**src/rtl/csa_final_adder.sv**
```systemverilog
// Segmented carry-propagate adder resolving a carry-save sum/carry pair, one SEG-bit segment per stage.
// Optional `CSA_FA_ZERO_FLAG_EN adds a registered out_zero flag.
module csa_final_adder #(
    parameter int unsigned W   = 17,
    parameter int unsigned SEG = 8
) (
    input  logic         clk,
    input  logic         rst_n,
    input  logic         in_valid,
    output logic         in_ready,
    input  logic [W-1:0] in_sum,
    input  logic [W-1:0] in_carry,
    output logic         out_valid,
    input  logic         out_ready,
    output logic [W:0]   out_result
`ifdef CSA_FA_ZERO_FLAG_EN
    ,
    output logic         out_zero
`endif
);

    localparam int unsigned NSTG = (W + SEG - 1) / SEG;
    localparam int unsigned WP   = NSTG * SEG;
    localparam int unsigned WR   = W + 1;

    // Operands are zero-padded to NSTG*SEG so every stage adds a full SEG-bit slice;
    // when the top segment is narrow its carry-out lands in result bit W.
    logic [WP-1:0] a_q [NSTG];
    logic [WP-1:0] b_q [NSTG];
    logic [WP-1:0] r_q [NSTG];
    logic [NSTG-1:0] vld_q;
    logic [NSTG-1:0] cy_q;

    logic [WP-1:0] pa [NSTG];
    logic [WP-1:0] pb [NSTG];
    logic [WP-1:0] pr [NSTG];
    logic [WP-1:0] nr [NSTG];
    logic [SEG:0]  seg [NSTG];
    logic [NSTG-1:0] pv;
    logic [NSTG-1:0] pc;
    logic [NSTG:0]   rdy;

`ifdef CSA_FA_ZERO_FLAG_EN
    logic [NSTG-1:0] z_q;
    logic [NSTG-1:0] pz;
    logic [NSTG-1:0] nz;
`endif

    always_comb begin
        rdy[NSTG] = out_ready;
        for (int unsigned i = NSTG; i > 0; i--) begin
            rdy[i-1] = !vld_q[i-1] || rdy[i];
        end

        pa[0] = WP'(in_sum);
        pb[0] = WP'(in_carry);
        pr[0] = '0;
        pv[0] = in_valid;
        pc[0] = 1'b0;
`ifdef CSA_FA_ZERO_FLAG_EN
        pz[0] = 1'b1;
`endif
        for (int unsigned k = 1; k < NSTG; k++) begin
            pa[k] = a_q[k-1];
            pb[k] = b_q[k-1];
            pr[k] = r_q[k-1];
            pv[k] = vld_q[k-1];
            pc[k] = cy_q[k-1];
`ifdef CSA_FA_ZERO_FLAG_EN
            pz[k] = z_q[k-1];
`endif
        end

        for (int unsigned k = 0; k < NSTG; k++) begin
            seg[k] = {1'b0, pa[k][k*SEG +: SEG]} + {1'b0, pb[k][k*SEG +: SEG]}
                   + {{SEG{1'b0}}, pc[k]};
            nr[k] = pr[k];
            nr[k][k*SEG +: SEG] = seg[k][SEG-1:0];
`ifdef CSA_FA_ZERO_FLAG_EN
            nz[k] = pz[k] && (seg[k][SEG-1:0] == '0);
            // The top carry-out is a result bit, unlike the inter-stage carries
            if (k == NSTG - 1) nz[k] = nz[k] && !seg[k][SEG];
`endif
        end
    end

    always_ff @(posedge clk or negedge rst_n) begin
        if (!rst_n) begin
            vld_q <= '0;
            cy_q  <= '0;
`ifdef CSA_FA_ZERO_FLAG_EN
            z_q   <= '0;
`endif
            for (int unsigned k = 0; k < NSTG; k++) begin
                a_q[k] <= '0;
                b_q[k] <= '0;
                r_q[k] <= '0;
            end
        end else begin
            for (int unsigned k = 0; k < NSTG; k++) begin
                if (rdy[k]) begin
                    vld_q[k] <= pv[k];
                    if (pv[k]) begin
                        a_q[k]  <= pa[k];
                        b_q[k]  <= pb[k];
                        r_q[k]  <= nr[k];
                        cy_q[k] <= seg[k][SEG];
`ifdef CSA_FA_ZERO_FLAG_EN
                        z_q[k]  <= nz[k];
`endif
                    end
                end
            end
        end
    end

    assign in_ready   = rdy[0];
    assign out_valid  = vld_q[NSTG-1];
    assign out_result = WR'({cy_q[NSTG-1], r_q[NSTG-1]});
`ifdef CSA_FA_ZERO_FLAG_EN
    assign out_zero   = z_q[NSTG-1];
`endif

endmodule
```
**config.mk**
```make
export PLATFORM = sky130hd
export DESIGN_NAME = csa_final_adder
export DESIGN_NICKNAME = d
export VERILOG_FILES = /design/src/rtl/csa_final_adder.sv
export SDC_FILE = /design/constraint.sdc
export NUM_CORES = 1
export LEC_CHECK = 0
export BUFFER_PORTS_ARGS = -buffer_cell sky130_fd_sc_hd__buf_2
export CAP_MARGIN = 25
export CORE_ASPECT_RATIO = 1.75
export CORE_MARGIN = 3
export CORE_UTILIZATION = 52
export CTS_CLUSTER_DIAMETER = 150
export DETAILED_ROUTE_END_ITERATION = 8
export PLACE_DENSITY = 0.75
export SETUP_SLACK_MARGIN = 0.02
export SYNTH_ARGS = -nofsm -noshare
export SYNTH_HDL_FRONTEND = slang
export SYNTH_SLANG_ARGS = --single-unit
export TNS_END_PERCENT = 1
```
**constraint.sdc**
```tcl
create_clock -name clk -period 4.2 [get_ports clk]
set_input_delay 0.63 -clock clk [delete_from_list [all_inputs] [get_ports clk]]
set_output_delay 0.63 -clock clk [all_outputs]
set_load 0.01 [all_outputs]
```
==> metrics <==
final worst slack 1.90 ns; clk_skew between 0.007 and 0.008 ns; Worst-Margin Slew roughly 0.74 ns; share of layout cells above drive strength 1 0.257; Yosys warning total 0; Critical Path End Type flop; max-slew violations 0; Tcrit/Tclk final 0.548; reg2reg path depth 6; maximum root-to-sink buffer count 2; Post-Route WL between 6000 and 7000 um; cell mode on critical path fa_1; most common cell in the synthesized netlist nand2_1; initial core utilization 0.544; vias in the first global route 2351; Avg Vias per Cell 5.25; CP cell instances fa_1 -> fa_1 -> a21oi_1 -> o211ai_1 -> a211o_1 -> a31o_1; type of origin of the critical path flop; Final nets 426; Total GRT Usage 0.195; gp weighted congestion 0.901; Port Buf Inserts 57; first-pass GRT wire length 10500 um; Overflow after GRT 0; Root Driver clkbuf_8; CTS tree yes; setup TNS 0 ns; RSZ-0062 raised after global routing false; Avg Inst Size Synth 10.4 sq um; Critical R2R Capture nr[14]; Seq/Total Area, Yosys 0.520; core area 5930 sq um; asr flop ratio synth 1.00; area share of the largest cell type after synthesis 0.520; top-level I/O count 58; FMAX between 400 and 500 MHz; first drt pass iteration count 4; vias after detailed routing 2366; cts bufs inserted 9; max-cap violation count 0; CP max FO 3; Clock Sinks 67; Mapped Nets about 370; DP Worst Slack 1.87 ns; Power Density 526 nW/um^2; insertion delay to the later sink of the worst-skew pair roughly 0.34 ns; Resize count post-CTS 0; die area 7220 sq um; Syn Inst Count 310; static leakage slightly below 2 nW; final setup violation count 0; Area Overhead vs Synth 17.0%; CP arrival ~2.5 ns; postcts setup bufs 0; routed len/inst 13.6 um; #FFs+latches synth between 60 and 70; EDFF count, synth 0; hpwl dp between 4000 and 5000 um; Die W 65.5 um; worst min-delay path class in2async; ANT nets after route 0; synth top area cells dfrtp_1, nand2_1, mux2_2, ha_1, fa_1; hold buffers post-CTS 0; Yosys cell types 47; Hold Vio Cnt, Final 0; Critical R2R Launch a_q[56]; Initial DRC Count 107; top_reg_cell synth dfrtp_1; Top delay family on crit path adder cells; # rows 37; Clock Pin Slew Worst Setup and Hold Paths 0.07 ns; minimum clock period 2.30 ns; top cells by count, synth nand2_1, dfrtp_1, mux2_2, ha_1, a21oi_1; largest vdd supply drop 0.000344 V; # DRC 0; R2R Setup Slk 1.90 ns; H-Tree Level Count 3; critical path's largest stage delay 0.50 ns; synthesized area ~3200 sq um; Max transition margin 0.509; Required @ worst endpoint 4.43 ns; largest net degree at the start of global routing 43; initial antenna violation count 0; Antenna diodes 0; status finished clean; CP Buf/Inv Count 0; CP max stage cell fa_1; area leader, netlist dfrtp_1; WS Path Type reg2reg; Die Span Y 110 um
[how the worst max path moves through the flow]
stage          startpoint     end  depth (start not counted)
2_1_floorplan     a_q[56]  nr[14]                          6
3_3_place_gp    in_sum[0]  nr[30]                          7
3_5_place_dp    in_sum[0]  nr[30]                          7
4_1_cts           a_q[56]  nr[14]                          6
5_1_grt           a_q[56]  nr[14]                          6
6_report          a_q[56]  nr[14]                          6
[flip-flops by register name, indices dropped and copies added, names as in the netlist]
name and flops:
nr 24, out_result 18, a_q 10, b_q 10, vld_q 3, cy_q 2
[power breakdown]
part | switching (W) | internal (W)
sequential | 0.0000965 | 0.000825
combinational | 0.000280 | 0.000259
clock | 0.000220 | 0.000303
[placed cells by master, fill, tap and decap left out, types with 5 or more instances in the layout]
master,instances
o21ai_0,9
ha_1,15
buf_2,57
clkbuf_8,11
dfrtp_1,67
nand2_1,107
nand2b_1,5
a21oi_1,10
mux2_2,18
[logic make-up after synthesis]
logic type,Yosys count,synth area share
flip-flops,67,0.520
AO/OA/AOI/OAI,52,0.114
multiplexers,19,0.0660
buffers and inverters,15,0.0221
adder cells (fa/ha/maj),19,0.0831
XOR/XNOR,4,0.0109
AND/OR/NAND/NOR,134,0.184
[metal layers]
metal  vias up  routed length, um  track usage
met3        12                321       0.0527
met5         -                  0            0
met2        72               3080        0.312
met4         0                170        0.119
li1       1184                  -            -
met1      1098               2580        0.234
[per-stage QoR]
stage	cells	instance area [sq um]	hold WS [ns]	util	power, W
after floorplan	310	3220	0.334	-	0.00128
after global placement	435	3560	0.450	0.600	0.00146
after detailed placement	436	3580	0.453	0.604	0.00148
after CTS	451	3770	0.141	0.636	0.00201
after global routing	451	3770	0.145	0.636	0.00212
final	451	3770	0.154	0.636	0.00198
[final cells by class]
| type | count | area (sq um) |
|---|---|---|
| clock buffer | 13 | 159 |
| sequential | 67 | 1680 |
| fill | 545 | 2150 |
| clock inverter | 2 | 35.0 |
| timing repair buffer | 59 | 313 |
| multi-input combinational | 228 | 1480 |
| tap | 78 | 97.6 |
| inverter | 4 | 15.0 |
No activity file was read; power rests on OpenSTA's default activity.
